===== src/rtl/hier_result_collector.sv =====
// Round-robin fan-in of child result beats onto one upstream stream, tagged with the source index.
// Define HIER_COLLECTOR_SKID_EN for a 2-entry output FIFO; otherwise a single output register.
module hier_result_collector #(
  parameter int unsigned N_SRC  = 10,
  parameter int unsigned DATA_W = 32,
  parameter int unsigned SRC_W  = $clog2(N_SRC)
) (
  input  logic                    clk_i,
  input  logic                    rst_ni,
  input  logic [N_SRC-1:0]        src_valid_i,
  input  logic [N_SRC*DATA_W-1:0] src_data_i,
  output logic [N_SRC-1:0]        src_ready_o,
  output logic                    out_valid_o,
  output logic [DATA_W-1:0]       out_data_o,
  output logic [SRC_W-1:0]        out_src_o,
  input  logic                    out_ready_i,
  output logic [15:0]             beat_cnt_o
);

  logic [SRC_W-1:0]  rr_ptr_q, rr_ptr_d;
  logic [15:0]       beat_cnt_q, beat_cnt_d;
  logic              out_valid_q, out_valid_d;
  logic [DATA_W-1:0] out_data_q, out_data_d;
  logic [SRC_W-1:0]  out_src_q, out_src_d;

  logic              gnt_found;
  logic [SRC_W-1:0]  gnt_idx;
  logic [SRC_W-1:0]  cand_idx;
  int unsigned       cand;
  logic              space, push, pop;
  logic [DATA_W-1:0] src_data_arr [N_SRC];
  logic [DATA_W-1:0] push_data;

  always_comb begin
    for (int unsigned i = 0; i < N_SRC; i++) begin
      src_data_arr[i] = src_data_i[i*DATA_W +: DATA_W];
    end
  end

  // Search starts at rr_ptr and wraps at N_SRC, never at 2^SRC_W.
  always_comb begin
    gnt_found = 1'b0;
    gnt_idx   = '0;
    cand      = 0;
    cand_idx  = '0;
    for (int unsigned k = 0; k < N_SRC; k++) begin
      cand = 32'(rr_ptr_q) + k;
      if (cand >= N_SRC) cand = cand - N_SRC;
      cand_idx = SRC_W'(cand);
      if (!gnt_found && src_valid_i[cand_idx]) begin
        gnt_found = 1'b1;
        gnt_idx   = cand_idx;
      end
    end
  end

  assign push_data   = src_data_arr[gnt_idx];
  assign push        = rst_ni && gnt_found && space;
  assign pop         = out_valid_q && out_ready_i;
  assign src_ready_o = push ? (N_SRC'(1) << gnt_idx) : '0;

  always_comb begin
    rr_ptr_d   = rr_ptr_q;
    beat_cnt_d = beat_cnt_q;
    if (push) begin
      rr_ptr_d   = (gnt_idx == SRC_W'(N_SRC - 1)) ? '0 : gnt_idx + 1'b1;
      beat_cnt_d = beat_cnt_q + 16'd1;
    end
  end

`ifdef HIER_COLLECTOR_SKID_EN
  logic              skid_valid_q, skid_valid_d;
  logic [DATA_W-1:0] skid_data_q, skid_data_d;
  logic [SRC_W-1:0]  skid_src_q, skid_src_d;

  // Space depends only on registered state, so out_ready never reaches src_ready.
  assign space = !skid_valid_q;

  always_comb begin
    out_valid_d  = out_valid_q;
    out_data_d   = out_data_q;
    out_src_d    = out_src_q;
    skid_valid_d = skid_valid_q;
    skid_data_d  = skid_data_q;
    skid_src_d   = skid_src_q;
    if (pop) begin
      if (skid_valid_q) begin
        out_data_d   = skid_data_q;
        out_src_d    = skid_src_q;
        skid_valid_d = 1'b0;
      end else if (push) begin
        out_data_d = push_data;
        out_src_d  = gnt_idx;
      end else begin
        out_valid_d = 1'b0;
      end
    end else if (push) begin
      if (!out_valid_q) begin
        out_valid_d = 1'b1;
        out_data_d  = push_data;
        out_src_d   = gnt_idx;
      end else begin
        skid_valid_d = 1'b1;
        skid_data_d  = push_data;
        skid_src_d   = gnt_idx;
      end
    end
  end

  always_ff @(posedge clk_i) begin
    if (!rst_ni) begin
      skid_valid_q <= 1'b0;
      skid_data_q  <= '0;
      skid_src_q   <= '0;
    end else begin
      skid_valid_q <= skid_valid_d;
      skid_data_q  <= skid_data_d;
      skid_src_q   <= skid_src_d;
    end
  end
`else
  assign space = !out_valid_q || out_ready_i;

  always_comb begin
    out_valid_d = out_valid_q;
    out_data_d  = out_data_q;
    out_src_d   = out_src_q;
    if (push) begin
      out_valid_d = 1'b1;
      out_data_d  = push_data;
      out_src_d   = gnt_idx;
    end else if (pop) begin
      out_valid_d = 1'b0;
    end
  end
`endif

  always_ff @(posedge clk_i) begin
    if (!rst_ni) begin
      rr_ptr_q    <= '0;
      beat_cnt_q  <= '0;
      out_valid_q <= 1'b0;
      out_data_q  <= '0;
      out_src_q   <= '0;
    end else begin
      rr_ptr_q    <= rr_ptr_d;
      beat_cnt_q  <= beat_cnt_d;
      out_valid_q <= out_valid_d;
      out_data_q  <= out_data_d;
      out_src_q   <= out_src_d;
    end
  end

  assign out_valid_o = out_valid_q;
  assign out_data_o  = out_data_q;
  assign out_src_o   = out_src_q;
  assign beat_cnt_o  = beat_cnt_q;

endmodule


===== config.mk =====
export PLATFORM = sky130hd
export DESIGN_NAME = hier_result_collector
export DESIGN_NICKNAME = d
export VERILOG_FILES = /design/src/rtl/hier_result_collector.sv
export SDC_FILE = /design/constraint.sdc
export NUM_CORES = 1
export LEC_CHECK = 0
export BUFFER_PORTS_ARGS = -buffer_cell sky130_fd_sc_hd__buf_2
export CAP_MARGIN = 40
export CORE_AREA = 2 2 167 169
export CTS_BUF_LIST = sky130_fd_sc_hd__clkbuf_4 sky130_fd_sc_hd__clkbuf_8
export CTS_CLUSTER_SIZE = 8
export DETAILED_ROUTE_END_ITERATION = 7
export DIE_AREA = 0 0 169 171
export PLACE_DENSITY = 0.63
export REMOVE_ABC_BUFFERS = 1
export SLEW_MARGIN = 25
export SYNTH_ARGS = -nofsm -noshare
export SYNTH_HDL_FRONTEND = slang
export SYNTH_SLANG_ARGS = --single-unit
export TNS_END_PERCENT = 30

===== constraint.sdc =====
create_clock -name clk_i -period 4.9 [get_ports clk_i]
set_clock_uncertainty 0.2 [all_clocks]
set_input_delay 0.245 -clock clk_i [delete_from_list [all_inputs] [get_ports clk_i]]
set_output_delay 0.245 -clock clk_i [all_outputs]
set_load 0.05 [all_outputs]

==> impl_metrics.env, run 1 <==
export IMPL_run_status="finished, final reports clean"
export IMPL_tightest_slew_ns=0.645
export IMPL_grt_usage_pct=24.2
export IMPL_ys_seq_elements=57
export IMPL_postSynthCellCount=985
export IMPL_place_area_um2=11000
export IMPL_ctsHoldBuffers=0
export IMPL_synth_seq_area_share_pct=14.2
export IMPL_rrSetupSlack_ns=0.13
export IMPL_dieArea_um2=28900
export IMPL_ios=396
export IMPL_cts_tree="done"
export IMPL_p_per_area_nw_per_um2=1090
export IMPL_yosys_area_share_simple_pct=16.5
export IMPL_slew_violations=0
export IMPL_final_setup_viol_count=0
export IMPL_yosys_area_share_adder_pct=3.99
export IMPL_drtIter0Drc=794
export IMPL_synth_edf_count=0
export IMPL_dpl_cell_count=1765
export IMPL_grt_pass1_vias=9332
export IMPL_fmaxAchievable_mhz=210
export IMPL_fin_ws_ns=0.133
export IMPL_synth_compound_gate_area_share_pct=30.2
export IMPL_core_um2=27300
export IMPL_final_common_cell="buf_2"
export IMPL_dp_hpwl_um=30400
export IMPL_antenna_found_initial=16
export IMPL_routed_wl_um=38800
export IMPL_synth_warnings=0
export IMPL_power_leakage_nw=5.78
export IMPL_synth_cell_types=100
export IMPL_power_mw=13.4
export IMPL_numCtsBuffers=9
export IMPL_hold_start="src_data_i[40]"
export IMPL_num_vias=10156
export IMPL_min_period_over_period_pct=97.3
export IMPL_cap_violations=0
export IMPL_hp_class="in2reg"
export IMPL_cp_end_kind="flip-flop"
export IMPL_clock_sinks=57
export IMPL_ys_async_sr_fraction_pct=0
export IMPL_timing_rr_end="out_data_o[18]$_SDFFE_PN0P_"
export IMPL_synth_top_flop_cell="dfxtp_1"
export IMPL_start_util_pct=29.4
export IMPL_worstSkewPairLatency_ns=0.36
export IMPL_drive_above_1_share_pct=50.4
export IMPL_rows=61
export IMPL_grt_max_degree=43
export IMPL_min_to="out_data_o[8]$_SDFFE_PN0P_"
export IMPL_clockBufferDepth=2
export IMPL_r2r_cells=19
export IMPL_final_util_pct=44.9
export IMPL_grt_first_pass_wirelength_um=53700
export IMPL_synth_mux_area_share_pct=25.8
export IMPL_drc_errors=0
export IMPL_syn_cell_area_um2=8030
export IMPL_instances_no_fill=1834
export IMPL_hold_ws_ns=0.163
export IMPL_hold_violations=0
export IMPL_io_buffer_count=395
export IMPL_ant_nets=0
export IMPL_synth_top_family_by_area="compound AO/OA/AOI/OAI gates"
export IMPL_holdPathStages=4
export IMPL_synth_xor_area_share_pct=3.12
export IMPL_root_buffer="clkbuf_8"
export IMPL_rsz0062_at_grt="true"
export IMPL_syn_area_per_cell_um2=8.15
export IMPL_routed_via_density=5.54
export IMPL_clk_pin_slew_worst_paths_ns=0.08
export IMPL_layout_common_cells="buf_2, buf_4, mux2i_1"
export IMPL_period_minus_slack_ns=4.77
export IMPL_pre_cts_ws_ns=0.00960
export IMPL_h_tree_depth=3
export IMPL_worstPathArrival_ns=4.79
export IMPL_r2r_start="rr_ptr_q[1]$_SDFFE_PN0P_"
export IMPL_gp_congestion=0.958
export IMPL_worst_path_max_fanout=17
export IMPL_timing_setup_tns_ns=0
export IMPL_syn2layout_area_growth_pct=52.7
export IMPL_stdcell_area_um2=12300
export IMPL_vdd_drop_max_uv=732
export IMPL_slew_headroom_pct=56.7
export IMPL_die_w_um=169
export IMPL_critPathKind="reg2reg"
export IMPL_grt_overflow_total=0
export IMPL_required_ns=4.92
export IMPL_startpoint_type="flip-flop"
export IMPL_nets=1834
export IMPL_first_pass_iters=6
export IMPL_wire_per_inst_um=21.2
export IMPL_die_y_um=171
[worst max-delay path: stages, from the launching register on]
cell and delay (ns):
dfxtp_4 0.42, inv_8 0.06, buf_8 0.13, buf_4 0.13, ha_1 0.21, a21boi_2 0.18, xnor2_1 0.16, buf_4 0.17
mux2_4 0.33, or4_4 0.50, o311ai_4 0.14, a21oi_4 0.12, and4b_2 0.28, o32ai_4 0.39, buf_6 0.19, clkbuf_16 0.17
buf_16 0.15, mux2_2 0.37, o211ai_1 0.19, a32oi_1 0.12
[timing repair]
item | 4_1_cts | 5_1_grt
pin swaps | 12 | 34
cloned | 0 | 3
endpoints found under the setup margin | 12 | 41
buffers inserted | 11 | 32
resized for setup | 32 | 92
[where the power goes]
part / internal (mW) / switching [mW] / total (mW)
registers: 0.641 / 0.105 / 0.746
clock network: 0.291 / 0.243 / 0.533
logic: 5.64 / 6.45 / 12.1
[synthesized netlist by cell type (5+ instances only)]
master,n,share of area [%]
nand2_1,97,4.5
clkbuf_1,26,1.2
a31oi_1,5,0.39
a22o_1,16,1.7
o221ai_1,6,0.65
a221oi_2,6,1.1
nor2b_1,5,0.39
xor2_1,6,0.65
nand3_1,17,1.1
o211ai_1,28,2.6
nor2_1,62,2.9
nand2b_1,14,1.1
and3_1,11,0.86
and2_1,8,0.62
o21ai_0,38,2.4
a21oi_1,61,3.8
buf_4,10,0.94
a221oi_1,8,0.87
mux2_2,62,8.7
nor3_1,10,0.62
a211o_1,5,0.55
or3_1,10,0.78
a21o_1,24,2.2
o22a_1,22,2.4
xnor2_1,17,1.9
buf_2,19,1.2
buf_6,9,1.3
inv_1,19,0.89
a32oi_1,19,2.1
mux2i_1,124,15
dfxtp_1,57,14
ha_1,24,3.7
a211oi_1,5,0.47
nor4_1,11,0.86
[registers in the layout, indices dropped and copies added, names as in the netlist]
register	flops
out_data_o	32
rr_ptr_q	4
out_src_o	4
beat_cnt_o	16
out_valid_o	1
[metal layers]
| metal | track usage (%) | wire length, µm | vias to the layer above | share of wire [%] |
|---|---|---|---|---|
| li1 | - | - | 4782 | - |
| met1 | 30.3 | 15900 | 4749 | 41 |
| met2 | 38.9 | 17800 | 503 | 46 |
| met3 | 9.11 | 4090 | 102 | 11 |
| met4 | 6.99 | 1010 | 20 | 2.6 |
| met5 | 0 | 125 | - | 0.32 |
[logic make-up (layout without fill, tap and decap cells)]
kind of cell,after synthesis,after routing
AO/OA/AOI/OAI,319,319
AND/OR/NAND/NOR,271,271
multiplexers,193,193
buffers and inverters,94,590
flip-flops,57,57
XOR/XNOR,26,26
adder cells (fa/ha/maj),25,25
other,0,7
[worst max-delay path by stage]
stage	start	end	slack, ns	cells past startpoint
2_1_floorplan	rr_ptr_q[0]$_SDFFE_PN0P_	src_ready_o[9]	-10.48	13
3_3_place_gp	rr_ptr_q[1]$_SDFFE_PN0P_	out_data_o[26]$_SDFFE_PN0P_	-0.02	17
3_5_place_dp	rr_ptr_q[1]$_SDFFE_PN0P_	rr_ptr_q[3]$_SDFFE_PN0P_	0.01	18
5_1_grt	rr_ptr_q[1]$_SDFFE_PN0P_	src_ready_o[4]	-0.11	16
4_1_cts	rr_ptr_q[0]$_SDFFE_PN0P_	src_ready_o[3]	0.001	15
6_report	rr_ptr_q[1]$_SDFFE_PN0P_	out_data_o[18]$_SDFFE_PN0P_	0.13	19
[final cells by class]
| type | instances | area, µm² |
|---|---|---|
| Multi-Input combinational cell | 834 | 6880 |
| Tap cell | 346 | 433 |
| Antenna cell | 7 | 17.5 |
| Clock buffer | 9 | 124 |
| Fill cell | 2736 | 15100 |
| Inverter | 24 | 97.6 |
| Clock inverter | 7 | 103 |
| Timing Repair Buffer | 550 | 3450 |
| Sequential cell | 57 | 1150 |
No activity file was read; power rests on OpenSTA's default activity.
==> run 2: changes to the inputs <==
==> constraint.sdc (replaced) <==
create_clock -name clk_i -period 4.9 [get_ports clk_i]
set_clock_uncertainty 0.2 [all_clocks]
set_input_delay 0.98 -clock clk_i [delete_from_list [all_inputs] [get_ports clk_i]]
set_output_delay 0.98 -clock clk_i [all_outputs]
set_load 0.05 [all_outputs]
==> run 2 against run 1 <==
Clock power decreased by 19%; first-iteration DRC count is 3.5% lower; critical endpoint is now src_ready_o[1]; fmax down 12%; final area rose by 6.0%; cell count rose by 4.4%; sequential share of layout area fell by 0.51 points; the flow now finishes with violations (negative setup slack); die area unchanged; count of clock-buffer cells in the layout did not move; largest cell class unchanged; critical path depth shrank 2.
==> impl_metrics.env, run 2 (synthesis results as in run 1) <==
export IMPL_clk_pin_slew_worst_paths_ns=0.09
export IMPL_drtIter0Drc=766
export IMPL_violations="negative setup slack"
export IMPL_hold_violations=0
export IMPL_final_common_cell="buf_2"
export IMPL_multi_input_area_um2=7030
export IMPL_grt_pass1_vias=9680
export IMPL_antenna_found_initial=14
export IMPL_instances_no_fill=1914
export IMPL_die_y_um=171
export IMPL_cp_end_kind="output pin"
export IMPL_wire_per_inst_um=20.7
export IMPL_run_status="complete, but fails checks"
export IMPL_drive_above_1_share_pct=54.0
export IMPL_clockBufferDepth=2
export IMPL_largest_reg_flops=32
export IMPL_core_um2=27300
export IMPL_dieArea_um2=28900
export IMPL_power_leakage_nw=6.20
export IMPL_place_area_um2=11800
export IMPL_cap_violations=0
export IMPL_fin_ws_ns=-0.545
export IMPL_fmaxAchievable_mhz=184
export IMPL_pre_cts_ws_ns=-0.594
export IMPL_worstSkewPairLatency_ns=0.36
export IMPL_slew_violations=0
export IMPL_syn2layout_area_growth_pct=61.9
export IMPL_worstPathArrival_ns=4.27
export IMPL_regArea_um2=1150
export IMPL_grt_usage_pct=25.4
export IMPL_grt_max_degree=49
export IMPL_min_period_over_period_pct=111
export IMPL_gp_congestion=0.904
export IMPL_tightest_slew_ns=0.662
export IMPL_final_setup_viol_count=10
export IMPL_grt_overflow_total=0
export IMPL_vdd_drop_max_uv=924
export IMPL_hold_ws_ns=0.248
export IMPL_startpoint_type="flip-flop"
export IMPL_routed_via_density=5.42
export IMPL_ios=396
export IMPL_clock_sinks=57
export IMPL_slew_headroom_pct=55.6
export IMPL_routed_wl_um=39600
export IMPL_nets=1919
export IMPL_io_buffer_count=395
export IMPL_dpl_cell_count=1872
export IMPL_grt_first_pass_wirelength_um=55800
export IMPL_num_fill_cells=2698
export IMPL_period_minus_slack_ns=5.45
export IMPL_start_util_pct=29.4
export IMPL_critPathKind="reg2out"
export IMPL_drc_errors=0
export IMPL_dp_hpwl_um=31300
export IMPL_numCtsBuffers=9
export IMPL_cts_tree="done"
export IMPL_h_tree_depth=3
export IMPL_hp_class="reg2reg"
export IMPL_first_pass_iters=5
export IMPL_ant_nets=0
export IMPL_rsz0062_at_grt="true"
export IMPL_final_util_pct=47.6
export IMPL_p_per_area_nw_per_um2=1040
export IMPL_rows=61
export IMPL_num_vias=10380
export IMPL_required_ns=3.72
export IMPL_die_w_um=169
export IMPL_root_buffer="clkbuf_8"
export IMPL_layout_common_cells="buf_2, buf_4, mux2i_1"
export IMPL_stdcell_area_um2=13000
export IMPL_worst_path_max_fanout=5
## run 2: cell count changes in the layout (fill, tap and decap cells not counted), sizes merged
cell | previous run | this run
buf | 545 | 633
diode | 7 | 2
clkbuf | 14 | 10
clkinvlp | 1 | 5
bufinv | 2 | 0
clkinv | 5 | 3
bufbuf | 0 | 1
## run 2: what timing repair did
item                       in CTS  in global routing
setup endpoints to repair      42                 43
buffers inserted               14                 10
gates resized for setup       111                 56
hold buffers                    0                  0
gates cloned                    1                  1
pin swaps                      27                 29
## run 2: worst paths after layout
path	endpoint	startpoint	cells after the start	slack, ns
worst min register to register	out_data_o[4]$_SDFFE_PN0P_	out_data_o[4]$_SDFFE_PN0P_	2	0.25
worst min-delay path	out_data_o[4]$_SDFFE_PN0P_	out_data_o[4]$_SDFFE_PN0P_	2	0.25
worst max-delay path	src_ready_o[1]	rr_ptr_q[1]$_SDFFE_PN0P_	17	-0.55
worst max register to register	out_data_o[0]$_SDFFE_PN0P_	rr_ptr_q[1]$_SDFFE_PN0P_	20	0.06
## run 2: layout make-up
type,count,area share [%]
Inverter,24,0.741
Sequential cell,57,8.87
Clock buffer,9,0.953
Multi-Input combinational cell,834,54.1
Tap cell,346,3.33
Antenna cell,2,0.0385
Timing Repair Buffer,635,31.5
Clock inverter,7,0.433
## run 2: worst max-delay path: stages (launching register included)
cell	delay, ns
dfxtp_4	0.37
inv_4	0.07
buf_8	0.12
ha_4	0.13
inv_2	0.04
fa_2	0.33
or2_4	0.24
o211ai_4	0.21
mux2i_2	0.29
o21ai_2	0.11
a21o_4	0.26
nor4_4	0.42
buf_4	0.19
and4b_2	0.26
o32ai_4	0.13
or3_4	0.45
nor2_4	0.11
buf_6	0.16
## run 2: metrics by stage
stage,power (mW),TNS [ns]
final,13.5,-4.90
after global routing,14.3,-8.29
after CTS,12.8,-4.59
after detailed placement,11.6,-12.19
after global placement,11.4,-7.92
after floorplan,8.03,-461.78
## run 2: routing by layer
metal,vias to the layer above,GRT usage (%),wire length [µm]
li1,4946,-,-
met1,4870,32.2,16600
met2,463,41.2,17900
met3,77,8.44,3930
met4,24,7.25,1030
met5,-,0,143
## run 2: power by group
group          total (mW)  switching, mW  leakage, nW  internal (mW)
combinational        12.3           6.53         5.65           5.79
clock               0.430          0.243       0.0781          0.187
sequential          0.738         0.0966        0.475          0.641
total                13.5           6.87         6.20           6.62
